[src/rtl/ledframe_spi_tx_if.sv]
// Pin bundle between a frame source and the LED-matrix serial transmitter.
// Carries the start/frame request, status flags and the sck/sdo/load link pins.
// master = frame source / board side, slave = transmitter.
interface ledframe_spi_tx_if #(
    parameter int N_BITS = 128
);
    logic              start;
    logic [N_BITS-1:0] frame;
    logic              busy;
    logic              done;
    logic              sck;
    logic              sdo;
    logic              load;

    modport master (
        output start,
        output frame,
        input  busy,
        input  done,
        input  sck,
        input  sdo,
        input  load
    );

    modport slave (
        input  start,
        input  frame,
        output busy,
        output done,
        output sck,
        output sdo,
        output load
    );
endinterface

[src/rtl/ledframe_spi_tx.sv]
// Serialises an N_BITS frame MSB first on sck/sdo (CPOL=0, CPHA=0), framed by load.
// Latency: first sck rise 1+CLK_DIV cycles after start; done (2*N_BITS+1)*CLK_DIV+1 cycles after start.
// Backpressure: start is only honoured in IDLE; requests while busy are dropped, not queued.
module ledframe_spi_tx #(
    parameter int N_BITS  = 128,
    parameter int CLK_DIV = 4
) (
    input  logic              clk,
    input  logic              reset,
    ledframe_spi_tx_if.slave  bus
);
    // Half-period counter needs at least one bit even when CLK_DIV is 1.
    localparam int DIV_W = (CLK_DIV > 1) ? $clog2(CLK_DIV) : 1;
    localparam int BIT_W = $clog2(N_BITS + 1);
    localparam logic [DIV_W-1:0] DIV_LAST = DIV_W'(CLK_DIV - 1);
    localparam logic [BIT_W-1:0] BIT_LAST = BIT_W'(N_BITS - 1);

    typedef enum logic [2:0] {
        S_IDLE  = 3'd0,
        S_SETUP = 3'd1,
        S_HIGH  = 3'd2,
        S_LOW   = 3'd3,
        S_HOLD  = 3'd4
    } state_t;

    state_t              r_state;
    state_t              w_state_nxt;
    logic [DIV_W-1:0]    r_div;
    logic [DIV_W-1:0]    w_div_nxt;
    logic [BIT_W-1:0]    r_bit;
    logic [BIT_W-1:0]    w_bit_nxt;
    logic [N_BITS-1:0]   r_shift;
    logic [N_BITS-1:0]   w_shift_nxt;
    logic [N_BITS-1:0]   w_shift_sl;
    logic                r_sck;
    logic                w_sck_nxt;
    logic                r_sdo;
    logic                w_sdo_nxt;
    logic                r_load;
    logic                w_load_nxt;
    logic                r_busy;
    logic                w_busy_nxt;
    logic                r_done;
    logic                w_done_nxt;
    logic                w_div_end;

    assign w_div_end  = (r_div == DIV_LAST);
    assign w_shift_sl = r_shift << 1;

    // State register.
    always_ff @(posedge clk) begin
        if (reset) begin
            r_state <= S_IDLE;
        end else begin
            r_state <= w_state_nxt;
        end
    end

    // Next state and next value of every datapath register and registered output.
    always_comb begin
        w_state_nxt = r_state;
        w_div_nxt   = r_div;
        w_bit_nxt   = r_bit;
        w_shift_nxt = r_shift;
        w_sck_nxt   = r_sck;
        w_sdo_nxt   = r_sdo;
        w_load_nxt  = r_load;
        w_busy_nxt  = r_busy;
        w_done_nxt  = 1'b0;

        unique case (r_state)
            S_IDLE: begin
                if (bus.start) begin
                    w_shift_nxt = bus.frame;
                    w_sdo_nxt   = bus.frame[N_BITS-1];
                    w_div_nxt   = '0;
                    w_bit_nxt   = '0;
                    w_sck_nxt   = 1'b0;
                    w_load_nxt  = 1'b1;
                    w_busy_nxt  = 1'b1;
                    w_state_nxt = S_SETUP;
                end
            end

            S_SETUP: begin
                if (w_div_end) begin
                    w_div_nxt   = '0;
                    w_sck_nxt   = 1'b1;
                    w_state_nxt = S_HIGH;
                end else begin
                    w_div_nxt = r_div + 1'b1;
                end
            end

            S_HIGH: begin
                if (w_div_end) begin
                    w_div_nxt = '0;
                    w_sck_nxt = 1'b0;
                    if (r_bit == BIT_LAST) begin
                        // Last bit stays on sdo through HOLD and into IDLE.
                        w_state_nxt = S_HOLD;
                    end else begin
                        // sdo moves on the falling edge so it is stable around the next rise.
                        w_shift_nxt = w_shift_sl;
                        w_sdo_nxt   = w_shift_sl[N_BITS-1];
                        w_bit_nxt   = r_bit + 1'b1;
                        w_state_nxt = S_LOW;
                    end
                end else begin
                    w_div_nxt = r_div + 1'b1;
                end
            end

            S_LOW: begin
                if (w_div_end) begin
                    w_div_nxt   = '0;
                    w_sck_nxt   = 1'b1;
                    w_state_nxt = S_HIGH;
                end else begin
                    w_div_nxt = r_div + 1'b1;
                end
            end

            S_HOLD: begin
                if (w_div_end) begin
                    w_div_nxt   = '0;
                    w_load_nxt  = 1'b0;
                    w_busy_nxt  = 1'b0;
                    w_done_nxt  = 1'b1;
                    w_state_nxt = S_IDLE;
                end else begin
                    w_div_nxt = r_div + 1'b1;
                end
            end

            default: begin
                w_state_nxt = S_IDLE;
            end
        endcase
    end

    // Datapath and output registers; every output comes straight from a flop.
    always_ff @(posedge clk) begin
        if (reset) begin
            r_div   <= '0;
            r_bit   <= '0;
            r_shift <= '0;
            r_sck   <= 1'b0;
            r_sdo   <= 1'b0;
            r_load  <= 1'b0;
            r_busy  <= 1'b0;
            r_done  <= 1'b0;
        end else begin
            r_div   <= w_div_nxt;
            r_bit   <= w_bit_nxt;
            r_shift <= w_shift_nxt;
            r_sck   <= w_sck_nxt;
            r_sdo   <= w_sdo_nxt;
            r_load  <= w_load_nxt;
            r_busy  <= w_busy_nxt;
            r_done  <= w_done_nxt;
        end
    end

    assign bus.sck  = r_sck;
    assign bus.sdo  = r_sdo;
    assign bus.load = r_load;
    assign bus.busy = r_busy;
    assign bus.done = r_done;

endmodule
[src/flat_wrapper.sv]
// flat-port wrapper written by rule: the top's interface ports become plain ports
module ledframe_spi_tx_flat 
#(
    parameter int N_BITS  = 128,
    parameter int CLK_DIV = 4
)
  (clk, reset, bus_start, bus_frame, bus_busy, bus_done, bus_sck, bus_sdo, bus_load);
  ledframe_spi_tx_if #(.N_BITS(N_BITS)) bus_i ();
  input  logic clk;
  input  logic reset;
  input wire logic [$bits(bus_i.start)-1:0] bus_start;
  input wire logic [$bits(bus_i.frame)-1:0] bus_frame;
  output wire logic [$bits(bus_i.busy)-1:0] bus_busy;
  output wire logic [$bits(bus_i.done)-1:0] bus_done;
  output wire logic [$bits(bus_i.sck)-1:0] bus_sck;
  output wire logic [$bits(bus_i.sdo)-1:0] bus_sdo;
  output wire logic [$bits(bus_i.load)-1:0] bus_load;
  assign bus_i.start = bus_start;
  assign bus_i.frame = bus_frame;
  assign bus_busy = bus_i.busy;
  assign bus_done = bus_i.done;
  assign bus_sck = bus_i.sck;
  assign bus_sdo = bus_i.sdo;
  assign bus_load = bus_i.load;
  ledframe_spi_tx #(.N_BITS(N_BITS), .CLK_DIV(CLK_DIV)) u_core (.clk(clk), .reset(reset), .bus(bus_i));
endmodule
[config.mk]
export PLATFORM = sky130hd
export DESIGN_NAME = ledframe_spi_tx_flat
export DESIGN_NICKNAME = d
export VERILOG_FILES = /design/src/rtl/ledframe_spi_tx_if.sv /design/src/rtl/ledframe_spi_tx.sv /design/src/flat_wrapper.sv
export SDC_FILE = /design/constraint.sdc
export NUM_CORES = 1
export LEC_CHECK = 0
export BUFFER_PORTS_ARGS = -buffer_cell sky130_fd_sc_hd__buf_2
export CAP_MARGIN = 10
export CORE_MARGIN = 10
export CORE_UTILIZATION = 60
export CTS_CLUSTER_SIZE = 8
export DETAILED_ROUTE_END_ITERATION = 6
export PLACE_DENSITY_LB_ADDON = 0.08
export SYNTH_ARGS = -nofsm -noshare
export SYNTH_HDL_FRONTEND = slang
export SYNTH_SLANG_ARGS = --single-unit
[constraint.sdc]
create_clock -name clk -period 3.26 [get_ports clk]
set_input_delay 0.652 -clock clk [delete_from_list [all_inputs] [get_ports clk]]
set_output_delay 0.652 -clock clk [all_outputs]
set_load 0.05 [all_outputs]
# == Word-level counts from Yosys, hierarchy flattened ==
# Index checks and enable logic that the tools add are counted.
# word_totals
register_bits,144
inputBits,131
output_inout_bits,5
# op_classes
add_sub_neg,2
n_eq_ne,11
mux,28
n_bitwise,1
n_reduce_logical,13
# op_table
operator,n
two-way mux 127 bit,3
case mux 127 bit (2 select lines),1
two-way mux 8 bit,3
case mux 8 bit (2 select lines),1
two-way mux 3 bit,5
case mux 3 bit (4 select lines),1
AND reduction 4 bit,3
"adder 8 x 1 -> 8 bit, second input constant",1
"== test 8 x 7 -> 1 bit, second input constant",1
two-way mux 1 bit,8
"== test 3 x 2 -> 1 bit, second input constant",2
"inequality test 2 x 1 -> 1 bit, second input constant",3
nonzero test 2 bit,3
two-way mux 2 bit,2
"inequality test 2 bit, second input constant",2
case mux 1 bit (2 select lines),2
case mux 2 bit (2 select lines),1
OR reduction 2 bit,2
OR reduction 4 bit,1
"== test 3 x 1 -> 1 bit, second input constant",1
"== test 3 bit, second input constant",1
zero test 3 bit,1
case mux 1 bit (3 select lines),1
AND reduction 3 bit,1
other kinds (5),5

# == Logic depth before layout (Yosys ltp) ==
# Gate-level depths: netlist of run 1.
# logic_depth
ltp_word,4
depth_mapped,7
depth_no_buf,5

# == Worst setup path after synthesis of run 1 ==
# Ideal clock, no wire load.
# synth_path
path_type,input to register
from,input bus_start
to,register u_core.r_state[0]
setup_ns,0.115
t_arrival_ns,1.681
required_ns,3.145
path_slack_ns,1.465
stages,6
n_path_buf,2
path_cell_list,mux2i_1 nand2b_1 nor2_2 buf_4 buf_6 o21a_1
# synth_via
elab_chain_len,2
# synth_rtl
item,line_no,text
"start, declared",flat_wrapper.sv:11,input wire logic [$bits(bus_i.start)-1:0] bus_start;
inequality test 2 bit (no line),-,
AND reduction 4 bit (no line),-,
"end signal, assigned",ledframe_spi_tx.sv:55,r_state <= w_state_nxt;
"end, declared",ledframe_spi_tx.sv:26,state_t r_state;
# No other way between the ends.
# A chain may end at the register's enable or synchronous reset.

# == Worst setup path after layout of run 1 ==
# layout_path
from,register u_core.r_div[0]
to,register u_core.r_shift[52]
# layout_via
elab_chain_len,3
# layout_rtl
item,line_no,text
"start, declared",ledframe_spi_tx.sv:28,logic [DIV_W-1:0] r_div;
"start signal, assigned",ledframe_spi_tx.sv:154,r_div <= w_div_nxt;
== test 2 bit,ledframe_spi_tx.sv:47,assign w_div_end = (r_div == DIV_LAST);
named net u_core.w_div_end,ledframe_spi_tx.sv:45,logic w_div_end;
inequality test 2 x 1 -> 1 bit (no line),-,
AND reduction 4 bit (no line),-,
"end signal, assigned",ledframe_spi_tx.sv:156,r_shift <= w_shift_nxt;
"end, declared",ledframe_spi_tx.sv:32,logic [N_BITS-1:0] r_shift;
# The timed path passes the listed nets, and every way through them passes these cells.

==> flow_metrics.py, run 1 <==
metrics = {
    "timing": {
        "slew_viol_final": 0,
        "fin_crit_sh_pct": 75.1,
        "setup_viol": 0,
        "finalCriticalPeriod_ps": 2450,
        "holdWs_ps": 481,
        "hold_violations": 0,
        "worst_pin_slew_ps": 711,
        "setup-tns-final_ps": 0,
        "fmaxAchievable_mhz": 408,
        "rsz0062_at_grt": "false",
        "skew_ps": 11.1,
        "relSlewSlack_pct": 52.6,
    },
    "clock_network": {
        "clockBufferDepth": 2,
        "clk_pin_slew_ps": 60,
        "cts_resized": 0,
        "root_buffer": "clkbuf_16",
        "clock_sinks": 144,
        "clk_latency_ps": 430,
        "numCtsBuffers": 17,
        "cts_setup_buffers": 0,
        "tritoncts": "yes",
        "htree_levels": 4,
        "cts_hold_buffers": 0,
    },
    "layout": {
        "fillerInstances": 978,
        "antenna_cells": 0,
        "nNetsFinal": 1036,
        "final_util_pct": 70.4,
        "synthToLayoutAreaGrowth_pct": 15.2,
        "layout-drive-gt1-share_pct": 31.6,
        "regArea_sq_um": 2880,
        "multiInputGateArea_sq_um": 3940,
    },
    "route": {
        "drt_iter0_drc": 661,
        "post_drt_wl_per_cell_um": 17.8,
        "drc_errors": 0,
        "firstDrtPassIters": 5,
        "ant_nets": 0,
        "totalWireLength_um": 18900,
        "via_count": 6564,
        "viasPerCell": 6.18,
    },
    "floorplan": {
        "core-area_sq_um": 12000,
        "die-area_sq_um": 17000,
        "die_w_um": 130,
        "ios": 136,
        "initial_core_util_pct": 61.1,
        "die_h_um": 130,
        "rows": 40,
    },
    "synth": {
        "syn_nets": 962,
        "ys_warn_count": 0,
        "netlist_area_sq_um": 7300,
        "synthCells": 829,
        "synthTopCellsByArea": "dfxtp_1, a311oi_2, nand2_1",
        "synth_cell_types": 41,
        "synth-seq-cells": 144,
        "synth_edf_count": 0,
        "postSynthAreaPerCell_sq_um": 8.81,
        "synth_seq_area_share_pct": 39.5,
        "synthArstFlopShare_pct": 0,
        "synth_flop_cell": "dfxtp_1",
        "netlist.area_leader.share_pct": 39.5,
        "yosysTopAreaCell": "dfxtp_1",
    },
    "placement": {
        "hpwlAfterDp_um": 11700,
        "gp_congestion": 0.789,
        "portBuffers": 135,
    },
    "critical_path": {
        "endpoint_kind": "flip-flop",
        "max_stage_delay_ps": 570,
        "arrival_ps": 2770,
        "slowest_stage": "buf_4",
        "cp_max_fo": 63,
        "cp_top_family": "buffers and inverters",
        "timing_worst_setup_path_type": "reg2reg",
        "crit_required_ps": 3580,
        "path_cells": "ha_1 > mux2i_1 > nor3_4 > buf_4 > a21oi_1 > a311oi_2",
        "worst_setup_path_start_kind": "flip-flop",
        "critPathBufInv": 1,
    },
    "job": {
        "drv_cap": 0,
    },
    "min_path": {
        "worstHoldPathType": "reg2reg",
    },
    "global_routing": {
        "grtUsageTotal_pct": 22.1,
        "overflow": 0,
        "grt_max_degree": 85,
        "grt_pass1_wl_um": 31100,
        "antenna_found_initial": 1,
        "grt_pass1_vias": 6549,
    },
    "power": {
        "powerDensity_nw_per_um2": 530,
        "p_leak_nw": 3.22,
        "power_mw": 4.46,
        "ir_drop_uv": 373,
    },
    "status": {
        "outcome": "finished clean",
    },
}
[tightest hold or removal path, delay by kind of cell (launching register included)]
kind,cells,cell delay [ps]
AO/OA/AOI/OAI,1,70
AND/OR/NAND/NOR,1,50
flip-flops,1,310
[layout by cell type, fill, tap and decap left out, types with 6 or more instances in the layout]
master     instances
o21ai_0            6
buf_4              6
a311oi_1          20
a311oi_2         108
buf_12             6
dfxtp_1          144
nor3_1             7
nand2_1          260
a21oi_1          132
buf_2            134
nand3_1           11
clkbuf_16         17
nor2_1             6
[cell usage after synthesis (3+ instances only)]
library cell	number
buf_6	12
nor2b_1	3
a21oi_1	132
nand4_1	3
clkbuf_1	34
a211oi_1	3
a311oi_1	20
buf_2	42
dfxtp_1	144
and3_1	3
a311oi_2	108
nand3_1	11
nor2_1	6
nand2_1	261
buf_4	3
o21ai_0	6
nor3_1	7
[registers in the layout, indices dropped and copies added, names as in the netlist]
signal,flops
u_core.bus.done,1
u_core.bus.load,1
u_core.bus.sck,1
u_core.bus.sdo,1
u_core.r_bit,8
u_core.r_div,2
u_core.r_shift,127
u_core.r_state,3
[through the flow]
stage	setup WS (ps)	instances	instance area (sq um)
floorplan	1460	829	7300
global placement	1020	1031	7860
detailed placement	888	1031	7860
CTS	874	1062	8420
global route	626	1062	8420
finish	812	1062	8420
[area by class of cell]
type / count / area share (%)
sequential: 144 / 34.2
multi-input combinational: 592 / 46.8
clock inverter: 6 / 0.654
timing repair buffer: 147 / 10.1
inverter: 1 / 0.0446
tap: 147 / 2.19
clock buffer: 25 / 6.01
[layer usage]
layer	GRT usage (%)	vias up	routed length (um)
met5	0	-	13
met4	6.28	2	172
met3	6.90	26	1280
met2	36.0	217	9220
met1	27.6	3145	8190
li1	-	3174	-
[cell families after synthesis]
logic type                 share of synthesized area, %
AOI/OAI and AO/OA                                  35.7
adders and majority gates                         0.343
buffers and inverters                              6.89
DFF                                                39.5
muxes                                             0.274
and+or+nand+nor                                    17.3
[power by group]
group / internal [mW] / switching [mW] / leakage, nW
registers: 1.91 / 0.0841 / 1.19
logic: 0.269 / 0.349 / 1.75
clock network: 1.14 / 0.711 / 0.283
[path summary, 6_finish.rpt]
check                      from            endpoint  slack, ps  cells after the start
max             u_core.r_div[0]  u_core.r_shift[52]        810                      6
min          u_core.r_shift[94]  u_core.r_shift[95]        480                      2
max reg2reg     u_core.r_div[0]  u_core.r_shift[52]        810                      6
min reg2reg  u_core.r_shift[94]  u_core.r_shift[95]        480                      2
(Power assumes the default switching activity.)
==> run 2: changes to the inputs <==
CORE_UTILIZATION = 51   (was 60)
clock period = 2.2 ns   (was 3.26 ns; I/O delays follow)
==> flow_metrics.py, run 2 (synthesis results as in run 1) <==
metrics = {
    "status": {
        "outcome": "finished clean",
    },
    "placement": {
        "portBuffers": 135,
        "gp_congestion": 0.863,
        "postPlaceCellArea_sq_um": 8070,
        "dp.cells": 1078,
        "hpwlAfterDp_um": 11900,
        "place_ws_ps": 42.0,
    },
    "clock_network": {
        "clk_pin_slew_ps": 60,
        "clock_sinks": 144,
        "cts_hold_buffers": 0,
        "htree_levels": 4,
        "clk_latency_ps": 430,
        "clockBufferDepth": 2,
        "cts_resized": 0,
        "cts_setup_buffers": 0,
        "root_buffer": "clkbuf_16",
        "numCtsBuffers": 17,
        "tritoncts": "yes",
    },
    "layout": {
        "finalInstanceArea_sq_um": 8690,
        "synthToLayoutAreaGrowth_pct": 18.9,
        "final_util_pct": 62.4,
        "layout-drive-gt1-share_pct": 32.9,
        "final_common_cell": "nand2_1",
        "antenna_cells": 0,
        "final_cell_mix": "nand2_1, dfxtp_1, buf_2",
        "reg_top3": "u_core.r_shift x127, u_core.r_bit x8, u_core.r_state x3",
        "nNetsFinal": 1054,
        "largest_reg_flops": 127,
        "instances_no_fill": 1113,
        "max_flop_register": "u_core.r_shift",
    },
    "route": {
        "via_count": 6550,
        "wl_met2_um": 9010,
        "ant_nets": 0,
        "drt-met1-wl_um": 9080,
        "viasPerCell": 5.88,
        "top_layer": "met4",
        "drc_errors": 0,
        "post_drt_wl_per_cell_um": 17.4,
        "wl_met3_um": 1130,
        "firstDrtPassIters": 5,
        "totalWireLength_um": 19400,
        "drt_iter0_drc": 539,
    },
    "job": {
        "drv_cap": 0,
    },
    "timing": {
        "rsz0062_at_grt": "false",
        "holdWs_ps": 264,
        "setup_viol": 0,
        "finalCriticalPeriod_ps": 1990,
        "worst_pin_slew_ps": 781,
        "slew_viol_final": 0,
        "hold_violations": 0,
        "setup-tns-final_ps": 0,
        "fin_crit_sh_pct": 90.3,
        "skew_ps": 9.93,
        "relSlewSlack_pct": 47.9,
        "fmaxAchievable_mhz": 503,
        "setup_slack_ps": 213,
    },
    "floorplan": {
        "core-area_sq_um": 13900,
        "die_w_um": 140,
        "die-area_sq_um": 19500,
        "rows": 43,
        "initial_core_util_pct": 52.4,
        "ios": 136,
        "die_h_um": 140,
    },
    "critical_path": {
        "worst_setup_path_start_kind": "flip-flop",
        "timing_worst_setup_path_type": "reg2reg",
        "reg2reg_depth": 7,
        "endpoint_kind": "flip-flop",
        "slowest_stage": "dfxtp_1",
        "cp_max_fo": 88,
        "crit_required_ps": 2540,
        "r2r-end": "u_core.r_shift[46]",
        "r2r-start": "u_core.r_div[0]",
        "rrSetupSlack_ps": 210,
        "max_stage_delay_ps": 390,
        "path_cells": "ha_1 > mux2i_1 > buf_4 > nor3_4 > buf_12 > a21oi_1 > a311oi_2",
        "arrival_ps": 2330,
    },
    "global_routing": {
        "antenna_found_initial": 0,
        "overflow": 0,
        "grt_max_degree": 89,
        "grtUsageTotal_pct": 19.1,
        "grt_pass1_vias": 6378,
        "grt_pass1_wl_um": 32000,
    },
    "power": {
        "p_leak_nw": 3.34,
        "swShare_pct": 25.5,
        "intPower_mw": 5.02,
        "p_comb_share_pct": 14.3,
        "seq_power_share_pct": 43.8,
        "pwr-share-clk_pct": 42.0,
        "power_mw": 6.74,
        "ir_drop_uv": 595,
        "powerDensity_nw_per_um2": 775,
        "power.switching_mw": 1.72,
    },
    "min_path": {
        "worstHoldPathType": "in2reg",
        "hold_end": "u_core.bus.load",
        "min_path_cells": 2,
        "holdCritStartpoint": "reset",
    },
}
==> run 2: layout make-up <==
cell class / count / area, sq um
clock inverter: 4 / 47.5
fill: 1210 / 5250
timing repair buffer: 165 / 1060
inverter: 1 / 3.75
clock buffer: 27 / 533
multi-input combinational: 592 / 3940
sequential: 144 / 2880
tap: 180 / 225
==> run 2: worst max-delay path: cells and delay by family, from the launching register on <==
kind,cells,cell delay (ps)
AO/OA/AOI/OAI,2,420
buffers and inverters,2,520
AND/OR/NAND/NOR,1,220
adder cells (fa/ha/maj),1,190
flip-flops,1,390
multiplexers,1,100
==> run 2: power groups by stage <==
stage               Clock (mW)  Sequential [mW]  Combinational [mW]
floorplan                    0             2.98               0.707
global placement             0             2.99               0.908
detailed placement           0             3.00               0.943
CTS                       2.88             2.95               0.947
global route              3.01             2.97                1.05
finish                    2.83             2.95               0.960
==> run 2: how the worst max path moves through the flow <==
stage / from / endpoint
detailed placement: u_core.r_bit[0] / u_core.r_shift[8]
global placement: u_core.r_bit[0] / u_core.r_shift[7]
CTS: u_core.r_bit[0] / u_core.r_shift[8]
global route: u_core.r_div[0] / u_core.r_shift[46]
finish: u_core.r_div[0] / u_core.r_shift[46]
floorplan: u_core.r_bit[0] / u_core.r_state[0]
==> run 2: metal layers <==
layer / global-route usage, % / up-vias
met5: 0 / -
met3: 5.89 / 14
li1: - / 3208
met2: 28.8 / 190
met4: 4.08 / 0
met1: 26.0 / 3138
